[src/rtl/univ_shift_reg.sv]
// Universal shift register with single-step operations plus a counted
// burst mode that shifts or rotates a latched mode for up to WIDTH edges.
module univ_shift_reg #(
  parameter int WIDTH = 8,
  parameter int LEN_W = $clog2(WIDTH) + 1
) (
  input  logic             clk,
  input  logic             reset,
  input  logic             en,
  input  logic [2:0]       mode,
  input  logic             in,
  input  logic [WIDTH-1:0] par_in,
  input  logic             start,
  input  logic [LEN_W-1:0] len,
  output logic [WIDTH-1:0] q,
  output logic             out,
  output logic             busy,
  output logic             done
);

  typedef enum logic {IDLE, BURST} state_t;

  state_t           state_q, state_d;
  logic [WIDTH-1:0] q_q, q_d;
  logic             out_q, out_d;
  logic             done_q, done_d;
  logic [LEN_W-1:0] cnt_q, cnt_d;
  logic [2:0]       bmode_q, bmode_d;
  logic             start_shift;
  logic [LEN_W-1:0] eff_len;

  // Returns {out, q} after applying one operation.
  function automatic logic [WIDTH:0] apply_op(input logic [2:0]       op,
                                              input logic [WIDTH-1:0] v,
                                              input logic             sin,
                                              input logic             sout,
                                              input logic [WIDTH-1:0] pv);
    case (op)
      3'b001:  return {v[WIDTH-1], v[WIDTH-2:0], sin};
      3'b010:  return {v[0], sin, v[WIDTH-1:1]};
      3'b011:  return {v[WIDTH-1], v[WIDTH-2:0], v[WIDTH-1]};
      3'b100:  return {v[0], v[0], v[WIDTH-1:1]};
      3'b101:  return {sout, pv};
      3'b110:  return '0;
      default: return {sout, v};
    endcase
  endfunction

  assign start_shift = start && (mode >= 3'd1) && (mode <= 3'd4);
  assign eff_len     = (len > LEN_W'(WIDTH)) ? LEN_W'(WIDTH) : len;

  always_comb begin
    state_d = state_q;
    q_d     = q_q;
    out_d   = out_q;
    done_d  = 1'b0;
    cnt_d   = cnt_q;
    bmode_d = bmode_q;
    unique case (state_q)
      IDLE: begin
        // A valid burst request wins over the single-step operation.
        if (start_shift) begin
          if (eff_len == '0) begin
            done_d = 1'b1;
          end else begin
            state_d = BURST;
            cnt_d   = eff_len;
            bmode_d = mode;
          end
        end else if (en) begin
          {out_d, q_d} = apply_op(mode, q_q, in, out_q, par_in);
        end
      end
      BURST: begin
        {out_d, q_d} = apply_op(bmode_q, q_q, in, out_q, par_in);
        if (cnt_q != '0) cnt_d = cnt_q - 1'b1;
        if (cnt_q <= LEN_W'(1)) begin
          state_d = IDLE;
          done_d  = 1'b1;
        end
      end
      default: state_d = IDLE;
    endcase
  end

  always_ff @(posedge clk or posedge reset) begin
    if (reset) begin
      state_q <= IDLE;
      q_q     <= '0;
      out_q   <= 1'b0;
      done_q  <= 1'b0;
      cnt_q   <= '0;
      bmode_q <= '0;
    end else begin
      state_q <= state_d;
      q_q     <= q_d;
      out_q   <= out_d;
      done_q  <= done_d;
      cnt_q   <= cnt_d;
      bmode_q <= bmode_d;
    end
  end

  assign q    = q_q;
  assign out  = out_q;
  assign busy = (state_q == BURST);
  assign done = done_q;

endmodule

[config.mk]
export PLATFORM = sky130hd
export DESIGN_NAME = univ_shift_reg
export DESIGN_NICKNAME = d
export VERILOG_FILES = /design/src/rtl/univ_shift_reg.sv
export SDC_FILE = /design/constraint.sdc
export NUM_CORES = 1
export LEC_CHECK = 0
export CORE_MARGIN = 5
export CORE_UTILIZATION = 48
export CTS_BUF_LIST = sky130_fd_sc_hd__clkbuf_8
export CTS_CLUSTER_DIAMETER = 60
export DETAILED_ROUTE_END_ITERATION = 7
export GPL_TIMING_DRIVEN = 0
export PLACE_DENSITY_LB_ADDON = 0.25
export RECOVER_POWER = 100
export SYNTH_ARGS = -nofsm -noshare
export SYNTH_HDL_FRONTEND = slang
export SYNTH_SLANG_ARGS = --single-unit
[constraint.sdc]
create_clock -name clk -period 1.65 [get_ports clk]
set_input_delay 0.165 -clock clk [delete_from_list [all_inputs] [get_ports clk]]
set_output_delay 0.165 -clock clk [all_outputs]
set_load 0.005 [all_outputs]
==> run summary, run 1 <==
CP Data Required Time: 1.79 ns
ANT nets after route: 0
Total Nets Final: 254
Part of the Yosys area used for sequential elements: 28.4%
RSZ-0062 raised after global routing: true
Path class of the lowest-slack min-delay path: in2reg
R2r startpoint: bmode_q[2]
Global-route wire length before repair: 7.51 mm
Slew margin rel.: 50.7%
Post-synthesis cell count: 195
Crit path kind: reg2reg
Cell area after synthesis: 1590 um2
Crit share post-route: 98.5%
Comb power frac: 67.0%
Number of sinks driven by the clock tree: 18
Yosys cell types: 45
GRT Util Overall: 21.8%
Part of the total power dissipated in the clock network: 9.5%
TritonRoute pass-1 iters: 4
Critical path, cell by cell: buf_6 > nor2b_2 > a22o_1 > a221o_1 > o22ai_1 > o31ai_1
Routed wire length: 4.77 mm
DR vias: 1691
Top-area cell type share of the netlist area: 28.4%
Outcome: completed
Cell at the root of the clock tree: sky130_fd_sc_hd__clkbuf_8
Cell at the slowest stage of the critical path: sky130_fd_sc_hd__dfrtp_1
Diode insertion count for antenna repair: 0
Detail Placement HPWL: 3.22 mm
CP max stage delay: 0.41 ns
Power per cell area: 1870 nW/um2
Delay-heaviest family, CP: compound AO/OA/AOI/OAI gates
Worst IR drop on VDD: 0.000913 V
Hold Buf Count CTS: 0
Commonest cells in the netlist: 21 x sky130_fd_sc_hd__nand2_1, 18 x sky130_fd_sc_hd__dfrtp_1, 18 x sky130_fd_sc_hd__o21ai_0, 13 x sky130_fd_sc_hd__a21oi_1, 11 x sky130_fd_sc_hd__nand3_1
Later-pin clock latency in the skew report: 0.26 ns
Cells after DPL: 268
Final critical path time including I/O delays and setup: 1.63 ns
Placer congestion estimate: 0.845
Syn_nets: 217
Num rows: 20
Most common cell in the netlist: sky130_fd_sc_hd__nand2_1
Count of input and output buffers: 29
Finished Cell Area: 2100 um2
Category of the worst setup path launch point: register
Worst hold start: mode[0]
Switching Power: 0.00178 W
Largest fanout on the critical path: 8
Proportion of synthesized flip-flops having asynchronous set or reset: 100%
Area enclosed by the die boundary: 4550 um2
Number of global-route vias before repair: 1622
DR vias/cell: 6.15
Largest clock skew in the final design: 0.0105 ns
Sequential cell fraction of total power: 23.5%
Max-cap violations: 0
Internal power: 0.00214 W
Starting utilization of the core area: 51.1%
Synth Register Bits: 18
Layout-stage area growth over the synthesis result: 32.2%
GRT Residual Overflow: 0
Average cell area after synthesis: 8.13 um2
CP arrival: 1.77 ns
Boundary Pins: 31
Leak Pwr: 0.861 nW
Post-synth EDFFs: 0
Post-placement cell area: 1930 um2
Worst slew pin tran: 0.738 ns
Layout cell share with drive strength beyond 1: 19.9%
Final count of negative-setup-slack endpoints: 0
DRC Markers: 0
Maximum level of the CTS H-tree: 1
Count of pins over their slew limit: 0
Main area contributors after synthesis: sky130_fd_sc_hd__dfrtp_1 28%, sky130_fd_sc_hd__o21ai_0 5.7%, sky130_fd_sc_hd__nand2_1 5.0%, sky130_fd_sc_hd__a21oi_1 4.1%, sky130_fd_sc_hd__mux2i_1 3.8%
CTS tree: built
Hold Worst Slack: 0.366 ns
Floorplan core area: 3100 um2
Number of hold violations in the final report: 0
Number of clock buffers inserted by TritonCTS: 3
Switching share of total power: 45.4%
Maximum number of pins on one net before global-route repair: 19
Total Negative Setup Slacks: 0 ns
Clk slew on worst S/H paths: 0.08 ns
Count of routing violations after the opening detailed-route iteration: 141
Clk buf depth: 2
Height of the chip: 67.5 um
Ys Warns: 0
Cell accounting for the most synthesized area: sky130_fd_sc_hd__dfrtp_1
WP buf/inv: 1
Crit path from: bmode_q[2]
Number of antenna violations at the first check in global routing: 0
Mean routed wirelength per cell: 17.3 um
Top_reg_cell synth: sky130_fd_sc_hd__dfrtp_1
Die W: 67.5 um
Upper clock frequency limit: 615 MHz
Final non-filler cell total: 275
Crit end category: register
==> tightest hold or removal path, delay by kind of cell <==
kind | cells | cell delay [ns]
compound gates | 3 | 0.30
buf+inv | 1 | 0.11
==> worst paths after layout <==
check / cells after the start / endpoint / slack, ns
worst max-delay path: 6 / q[2] / 0.02
worst min-delay path: 4 / q[5] / 0.37
worst max register to register: 6 / q[2] / 0.02
worst min register to register: 2 / out / 0.47
max in group asynchronous: 2 / bmode_q[1] / 0.67
min in group asynchronous: 2 / q[4] / 0.46
==> final cells by class <==
type	count	area (um2)
multi-input combinational	153	1070
tap	44	55.1
inverter	7	26.3
timing repair buffer	35	333
sequential	18	453
clock buffer	4	55.1
fill	281	1010
buffer	14	104
==> layout by cell type, fill, tap and decap left out, types with 3 or more instances in the layout <==
master	synthesis	final
sky130_fd_sc_hd__o21ai_0	18	17
sky130_fd_sc_hd__o221ai_1	3	3
sky130_fd_sc_hd__a22o_1	3	3
sky130_fd_sc_hd__nor2b_1	6	4
sky130_fd_sc_hd__o21ai_1	3	4
sky130_fd_sc_hd__a21o_1	4	4
sky130_fd_sc_hd__nand2_1	21	21
sky130_fd_sc_hd__buf_6	3	5
sky130_fd_sc_hd__nand3_1	11	11
sky130_fd_sc_hd__clkbuf_8	0	4
sky130_fd_sc_hd__o31ai_1	4	4
sky130_fd_sc_hd__dfrtp_1	18	16
sky130_fd_sc_hd__a31oi_1	7	7
sky130_fd_sc_hd__clkdlybuf4s50_1	0	18
sky130_fd_sc_hd__dlygate4sd3_1	0	9
sky130_fd_sc_hd__buf_4	0	8
sky130_fd_sc_hd__inv_1	7	7
sky130_fd_sc_hd__a21oi_2	0	4
sky130_fd_sc_hd__a21oi_1	13	9
sky130_fd_sc_hd__nand2b_1	6	5
sky130_fd_sc_hd__o22ai_1	4	4
sky130_fd_sc_hd__a221o_1	3	3
sky130_fd_sc_hd__clkbuf_2	0	3
sky130_fd_sc_hd__mux2i_1	6	6
sky130_fd_sc_hd__nor2_1	7	7
sky130_fd_sc_hd__mux2_2	5	5
==> logic make-up (layout without fill, tap and decap cells) <==
| group | count (synthesis) | count (layout) | synth area share, % |
|---|---|---|---|
| AO/OA/AOI/OAI | 78 | 78 | 34.6 |
| adder cells (fa/ha/maj) | 4 | 4 | 2.84 |
| flip-flops | 18 | 18 | 28.4 |
| AND/OR/NAND/NOR | 59 | 59 | 18.7 |
| buffers and inverters | 24 | 60 | 7.50 |
| XOR/XNOR | 1 | 1 | 0.553 |
| multiplexers | 11 | 11 | 7.34 |
==> flip-flops by register name, summed over array words and instances (netlist names) <==
register and cells:
bmode_q 3, done 1, busy 1, out 1, cnt_q 4, q 8
==> power by group through the flow <==
| stage | clock, W | sequential [W] | combinational [W] |
|---|---|---|---|
| after floorplan | 0 | 0.000816 | 0.00170 |
| after global placement | 0 | 0.000845 | 0.00232 |
| after detailed placement | 0 | 0.000848 | 0.00236 |
| after CTS | 0.000378 | 0.000896 | 0.00243 |
| after global routing | 0.000401 | 0.000948 | 0.00286 |
| final | 0.000372 | 0.000921 | 0.00262 |
==> stage by stage <==
stage          utilization, %  setup WS, ns  power, W
3_5_place_dp             62.2        -0.457   0.00321
2_1_floorplan               -        0.0544   0.00252
5_1_grt                  67.5       -0.0106   0.00421
4_1_cts                  65.7       0.00291   0.00370
3_3_place_gp             62.2        -0.456   0.00316
6_report                 67.5        0.0244   0.00392
==> per-layer routing <==
metal	wire (um)	global-route usage (%)	up-vias
li1	-	-	802
met1	2030	28.6	782
met2	2220	35.6	96
met3	444	3.16	11
met4	76	8.86	0
met5	0	0	-
==> timing repair <==
item	CTS	global route
resized for setup	17	13
setup endpoints to repair	17	10
gates cloned	0	0
buffers inserted	2	4
pin swaps	3	3
No activity file was read; power rests on OpenSTA's default activity.
==> run 2: changes to the inputs <==
--- a/config.mk
+++ b/config.mk
@@ -6,13 +6,13 @@
 export NUM_CORES = 1
 export LEC_CHECK = 0
 export CORE_MARGIN = 5
-export CORE_UTILIZATION = 48
-export CTS_BUF_LIST = sky130_fd_sc_hd__clkbuf_8
+export CORE_UTILIZATION = 47
 export CTS_CLUSTER_DIAMETER = 60
 export DETAILED_ROUTE_END_ITERATION = 7
 export GPL_TIMING_DRIVEN = 0
 export PLACE_DENSITY_LB_ADDON = 0.25
 export RECOVER_POWER = 100
+export SKIP_CTS_REPAIR_TIMING = 1
 export SYNTH_ARGS = -nofsm -noshare
 export SYNTH_HDL_FRONTEND = slang
 export SYNTH_SLANG_ARGS = --single-unit
==> run 2 against run 1 <==
Non-clock buffer count fell by 3. Critical endpoint is now q[6]. Maximum frequency decreased by 0.26%. Routed wire length is 6.4% lower. Critical path depth decreased by 1. Sequential power down 7.3%. Global-route usage decreased by 1.3 points. Register-to-register slack is essentially flat. Cell area shrank 2.5%.
==> run summary, run 2 (same netlist as run 1, synthesis figures left out) <==
Worst IR drop on VDD: 0.000798 V (was 0.000913 V)
Worst slew pin tran: 0.722 ns (was 0.738 ns)
Number of global-route vias before repair: 1588 (was 1622)
Area enclosed by the die boundary: 4630 um2 (was 4550 um2)
Crit path kind: reg2reg (unchanged)
Layout-stage area growth over the synthesis result: 28.9% (was 32.2%)
Height of the chip: 68.1 um (was 67.5 um)
GRT Util Overall: 20.5% (was 21.8%)
Number of clock buffers inserted by TritonCTS: 3 (unchanged)
Slew margin rel.: 51.8% (was 50.7%)
Most common library cell in the layout ignoring fill and taps: sky130_fd_sc_hd__clkdlybuf4s50_1 (was sky130_fd_sc_hd__nand2_1)
Maximum number of pins on one net before global-route repair: 19 (unchanged)
R2r startpoint: bmode_q[0] (was bmode_q[2])
Die W: 68.1 um (was 67.5 um)
Clk slew on worst S/H paths: 0.12 ns (was 0.08 ns)
Worst setup slack before clock tree synthesis: -0.531 ns (was -0.457 ns)
Floorplan core area: 3310 um2 (was 3100 um2)
Later-pin clock latency in the skew report: 0.31 ns (was 0.26 ns)
Reg-to-Reg End: q[6] (was q[2])
Final critical-path setup slack: 0.0202 ns (was 0.0244 ns)
Total Negative Setup Slacks: 0 ns (unchanged)
Crit share post-route: 98.8% (was 98.5%)
Starting utilization of the core area: 47.9% (was 51.1%)
Path class of the lowest-slack min-delay path: in2reg (unchanged)
Mean routed wirelength per cell: 16.3 um (was 17.3 um)
Largest fanout on the critical path: 10 (was 8)
Boundary Pins: 31 (unchanged)
CTS tree: built (unchanged)
Upper clock frequency limit: 614 MHz (was 615 MHz)
Final critical path time including I/O delays and setup: 1.63 ns (about the same)
Number of antenna violations at the first check in global routing: 0 (unchanged)
Placer congestion estimate: 0.893 (was 0.845)
DRC Markers: 0 (unchanged)
Category of the worst setup path launch point: register (unchanged)
Max-cap violations: 0 (unchanged)
DR vias/cell: 6.09 (was 6.15)
Flop-to-flop setup slack: 0.02 ns (about the same)
Maximum level of the CTS H-tree: 1 (unchanged)
Crit path from: bmode_q[0] (was bmode_q[2])
Power per cell area: 1800 nW/um2 (was 1870 nW/um2)
Final count of negative-setup-slack endpoints: 0 (unchanged)
DR vias: 1670 (was 1691)
RSZ-0062 raised after global routing: true (unchanged)
Flip-flop count of the largest register after layout: 8 (unchanged)
Layout cell share with drive strength beyond 1: 17.1% (was 19.9%)
CP Data Required Time: 1.85 ns (was 1.79 ns)
Cell at the root of the clock tree: sky130_fd_sc_hd__clkbuf_4 (was sky130_fd_sc_hd__clkbuf_8)
Most used cells in the layout excluding fill and tap cells: 22 x sky130_fd_sc_hd__clkdlybuf4s50_1, 21 x sky130_fd_sc_hd__nand2_1, 17 x sky130_fd_sc_hd__o21ai_0, 17 x sky130_fd_sc_hd__dfrtp_1 (was 21 x sky130_fd_sc_hd__nand2_1, 18 x sky130_fd_sc_hd__clkdlybuf4s50_1, 17 x sky130_fd_sc_hd__o21ai_0)
Global-route wire length before repair: 7.15 mm (was 7.51 mm)
TritonRoute pass-1 iters: 4 (unchanged)
Fin util: 61.7% (was 67.5%)
CP arrival: 1.83 ns (was 1.77 ns)
Outcome: completed (unchanged)
Number of hold violations in the final report: 0 (unchanged)
Post-route total power: 0.00367 W (was 0.00392 W)
Number of cells on the worst reg-to-reg path: 5 (was 6)
Diode insertion count for antenna repair: 0 (unchanged)
Count of pins over their slew limit: 0 (unchanged)
Largest clock skew in the final design: 0.0104 ns (was 0.0105 ns)
Count of routing violations after the opening detailed-route iteration: 140 (was 141)
Count of input and output buffers: 29 (unchanged)
Critical path capture point: q[6] (was q[2])
Number of sinks driven by the clock tree: 18 (unchanged)
Detail Placement HPWL: 3.15 mm (was 3.22 mm)
Num rows: 21 (was 20)
Crit end category: register (unchanged)
ANT nets after route: 0 (unchanged)
Total Nets Final: 251 (was 254)
Routed wire length: 4.46 mm (was 4.77 mm)
Leak Pwr: 0.847 nW (was 0.861 nW)
Clk buf depth: 2 (unchanged)
GRT Residual Overflow: 0 (unchanged)
run 2: critical path, stage by stage (launching register included):
cell and delay (ns):
sky130_fd_sc_hd__dfrtp_1 0.38, sky130_fd_sc_hd__clkbuf_4 0.23, sky130_fd_sc_hd__mux2_2 0.35, sky130_fd_sc_hd__a221o_1 0.29, sky130_fd_sc_hd__a22oi_1 0.18, sky130_fd_sc_hd__o21ai_1 0.08
run 2: metal layers:
layer / global-route usage (%) / part of all wire (%) / up-vias
met5: 0 / 0 / -
met4: 9.43 / 0.85 / 0
met3: 3.78 / 9.9 / 8
met2: 30.7 / 46 / 92
met1: 28.5 / 43 / 776
li1: - / - / 794
run 2: how the worst min path moves through the flow:
stage                 start          to  slack (ns)  depth (start not counted)
finish              mode[0]        q[5]        0.28                          4
global route        mode[0]        q[5]        0.30                          4
CTS                   reset        q[5]        0.29                          2
detailed placement      out         out        0.48                          2
global placement        out         out        0.47                          2
floorplan             reset  bmode_q[0]        0.10                          1
run 2: power breakdown:
group	internal (W)	switching [W]
clock network	0.000135	0.000158
registers	0.000650	0.000204
logic	0.00121	0.00132
total	0.00199	0.00168
run 2: per-stage QoR:
step | instances | hold WS, ns | cell area (um2)
after floorplan | 195 | 0.104 | 1590
after global placement | 270 | 0.473 | 1930
after detailed placement | 270 | 0.479 | 1930
after CTS | 274 | 0.292 | 1970
after global routing | 274 | 0.303 | 2040
final | 274 | 0.277 | 2040
run 2: area by class of cell:
| type | count | area, um2 |
|---|---|---|
| Tap cell | 46 | 57.6 |
| Clock buffer | 4 | 36.3 |
| Fill cell | 299 | 1270 |
| Timing Repair Buffer | 30 | 303 |
| Multi-Input combinational cell | 153 | 1060 |
| Sequential cell | 18 | 452 |
| Buffer | 16 | 108 |
| Inverter | 7 | 26.3 |
==> run 3: changes to the inputs <==
--- a/config.mk
+++ b/config.mk
@@ -6,7 +6,7 @@
 export NUM_CORES = 1
 export LEC_CHECK = 0
 export CORE_MARGIN = 5
-export CORE_UTILIZATION = 47
+export CORE_UTILIZATION = 56
 export CTS_CLUSTER_DIAMETER = 60
 export DETAILED_ROUTE_END_ITERATION = 7
 export GPL_TIMING_DRIVEN = 0
==> constraint.sdc (replaced) <==
create_clock -name clk -period 1.9 [get_ports clk]
set_input_delay 0.475 -clock clk [delete_from_list [all_inputs] [get_ports clk]]
set_output_delay 0.475 -clock clk [all_outputs]
set_load 0.005 [all_outputs]
==> run 3 against run 2 <==
Cell area fell by 2.8%. Worst hold slack improved by 0.24 ns. Clock skew rose by 0.0035 ns. Critical path type is now in2reg. Non-clock buffer count rose by 1. Largest power group unchanged. Flip-flop and latch count did not move. Die area fell by 14%. Global-route usage rose by 3.2 points. Sequential share of layout area rose by 0.63 points. Routed wire length rose by 3.4%.
==> run summary, run 3 (same netlist as run 1, synthesis figures left out) <==
Cell at the slowest stage of the critical path: sky130_fd_sc_hd__nor4_2 (was sky130_fd_sc_hd__dfrtp_1)
Area occupied by multi-input gates: 1030 um2 (was 1060 um2)
Most frequent CP cell: sky130_fd_sc_hd__a21oi_1
ANT nets after route: 0 (unchanged)
Total Negative Setup Slacks: 0 ns (unchanged)
Number of global-route vias before repair: 1686 (was 1588)
DR vias: 1707 (was 1670)
Area enclosed by the die boundary: 3990 um2 (was 4630 um2)
Clk slew on worst S/H paths: 0.12 ns (about the same)
Number of antenna violations at the first check in global routing: 0 (unchanged)
Die W: 63.2 um (was 68.1 um)
Finished Cell Area: 1990 um2 (was 2040 um2)
GRT Residual Overflow: 0 (unchanged)
GRT Util Overall: 23.7% (was 20.5%)
Global-route wire length before repair: 7.73 mm (was 7.15 mm)
Layout cell share with drive strength beyond 1: 14.8% (was 17.1%)
Boundary Pins: 31 (unchanged)
Cell at the root of the clock tree: sky130_fd_sc_hd__clkbuf_4 (unchanged)
Height of the chip: 63.2 um (was 68.1 um)
Final count of negative-setup-slack endpoints: 0 (unchanged)
Num rows: 19 (was 21)
Diode insertion count for antenna repair: 0 (unchanged)
Detail Placement HPWL: 3.33 mm (was 3.15 mm)
Number of sinks driven by the clock tree: 18 (unchanged)
Total area of sequential cells: 452 um2 (unchanged)
Crit path kind: in2reg (was reg2reg)
Hold-critical path endpoint: out (was q[5])
Largest fanout on the critical path: 5 (was 10)
Routed wire length: 4.62 mm (was 4.46 mm)
Starting utilization of the core area: 58.0% (was 47.9%)
Flop-to-flop setup slack: 0.15 ns (was 0.02 ns)
Number of clock buffers inserted by TritonCTS: 3 (unchanged)
CP Data Required Time: 2.10 ns (was 1.85 ns)
Worst IR drop on VDD: 0.00116 V (was 0.000798 V)
TritonRoute pass-1 iters: 6 (was 4)
Critical path, cell by cell: clkdlybuf4s50_1 > nor4_2 > o31ai_4 > buf_4 > a21oi_1 > a21oi_1 (was clkbuf_4 > mux2_2 > a221o_1 > a22oi_1 > o21ai_1)
Post-route total power: 0.00315 W (was 0.00367 W)
Worst slew pin tran: 0.726 ns (was 0.722 ns)
Power per cell area: 1590 nW/um2 (was 1800 nW/um2)
Number of hold violations in the final report: 0 (unchanged)
Worst Hold Depth: 2 (was 4)
Maximum number of pins on one net before global-route repair: 19 (unchanged)
CP arrival: 2.07 ns (was 1.83 ns)
Layout-stage area growth over the synthesis result: 25.3% (was 28.9%)
Reg-to-Reg End: q[4] (was q[6])
Maximum level of the CTS H-tree: 1 (unchanged)
Number of cells on the worst reg-to-reg path: 5 (unchanged)
R2r startpoint: bmode_q[1] (was bmode_q[0])
Count of routing violations after the opening detailed-route iteration: 124 (was 140)
Later-pin clock latency in the skew report: 0.32 ns (was 0.31 ns)
Leak Pwr: 0.827 nW (was 0.847 nW)
Count of pins over their slew limit: 0 (unchanged)
Placer congestion estimate: 0.933 (was 0.893)
Fin util: 72.7% (was 61.7%)
Clk buf depth: 2 (unchanged)
Upper clock frequency limit: 536 MHz
Crit end category: register (unchanged)
Total Nets Final: 252 (was 251)
Path class of the lowest-slack min-delay path: reg2reg (was in2reg)
Hold Worst Slack: 0.513 ns (was 0.277 ns)
CTS tree: built (unchanged)
DRC Markers: 0 (unchanged)
Most common library cell in the layout ignoring fill and taps: sky130_fd_sc_hd__nand2_1 (was sky130_fd_sc_hd__clkdlybuf4s50_1)
Max-cap violations: 0 (unchanged)
Post-placement cell area: 1910 um2 (was 1930 um2)
WP buf/inv: 2 (was 1)
Slew margin rel.: 51.6% (was 51.8%)
Final critical path time including I/O delays and setup: 1.87 ns
Category of the worst setup path launch point: input port (was register)
Worst hold start: out (was mode[0])
DR vias/cell: 6.57 (was 6.09)
Outcome: completed (unchanged)
Crit share post-route: 98.2%
Largest clock skew in the final design: 0.0139 ns (was 0.0104 ns)
Filler Cells Inserted: 211 (was 299)
CP max stage delay: 0.64 ns (was 0.38 ns)
Most used cells in the layout excluding fill and tap cells: 21 x sky130_fd_sc_hd__nand2_1, 20 x sky130_fd_sc_hd__clkdlybuf4s50_1, 18 x sky130_fd_sc_hd__o21ai_0 (was 22 x sky130_fd_sc_hd__clkdlybuf4s50_1, 21 x sky130_fd_sc_hd__nand2_1, 17 x sky130_fd_sc_hd__o21ai_0, 17 x sky130_fd_sc_hd__dfrtp_1)
Floorplan core area: 2730 um2 (was 3310 um2)
Delay-heaviest family, CP: buffers and inverters (was compound AO/OA/AOI/OAI gates)
Count of input and output buffers: 29 (unchanged)
Flip-flop count of the largest register after layout: 8 (unchanged)
Mean routed wirelength per cell: 17.8 um (was 16.3 um)
-- run 3: changes by cell type in the layout (fill, tap and decap cells not counted), sizes merged --
cell / before / now
clkbuf: 11 / 14
dlygate4sd3: 5 / 7
clkdlybuf4s50: 22 / 20
buf: 10 / 9
dlymetal6s2s: 2 / 1
-- run 3: worst max path at each step --
| stage | cells past startpoint | end | slack [ns] | start |
|---|---|---|---|---|
| 6_report | 6 | cnt_q[3] | 0.03 | len[3] |
| 5_1_grt | 7 | q[7] | -0.003 | busy |
| 4_1_cts | 7 | q[4] | -0.27 | mode[1] |
| 3_5_place_dp | 7 | q[4] | -0.59 | mode[1] |
| 3_3_place_gp | 7 | q[4] | -0.57 | mode[1] |
| 2_1_floorplan | 8 | q[5] | 0.09 | mode[0] |
-- run 3: worst reg2reg max path, cell delays in order, from the launching register on --
cell	delay (ns)
sky130_fd_sc_hd__dfrtp_1	0.48
sky130_fd_sc_hd__buf_2	0.25
sky130_fd_sc_hd__nor3b_1	0.36
sky130_fd_sc_hd__a221oi_1	0.14
sky130_fd_sc_hd__a311oi_1	0.33
sky130_fd_sc_hd__a21o_1	0.12
-- run 3: area by class of cell --
class / instances / area share (%)
clock buffers: 4 / 1.83
multi-input cells: 153 / 52.0
flip-flops and latches: 18 / 22.7
inverters: 7 / 1.32
repair buffers: 31 / 15.2
plain buffers: 16 / 4.97
well taps: 31 / 1.95
-- run 3: per-stage QoR --
| stage | cells | setup slack (ns) |
|---|---|---|
| 2_1_floorplan | 195 | 0.0879 |
| 3_3_place_gp | 255 | -0.571 |
| 3_5_place_dp | 255 | -0.595 |
| 4_1_cts | 259 | -0.268 |
| 5_1_grt | 260 | -0.00310 |
| 6_report | 260 | 0.0340 |
-- run 3: where the power goes --
| group | switching, W | leakage, nW | internal (W) | total (W) |
|---|---|---|---|---|
| registers | 0.000169 | 0.222 | 0.000564 | 0.000733 |
| logic | 0.00116 | 0.584 | 0.000998 | 0.00216 |
| clock network | 0.000143 | 0.0210 | 0.000117 | 0.000260 |
| total | 0.00147 | 0.827 | 0.00168 | 0.00315 |
-- run 3: per-layer routing --
layer	up-vias	share of wire, %	track usage [%]
li1	801	-	-
met1	805	42	30.3
met2	86	48	38.3
met3	15	7.6	4.09
met4	0	2.5	11.9
met5	-	0	0
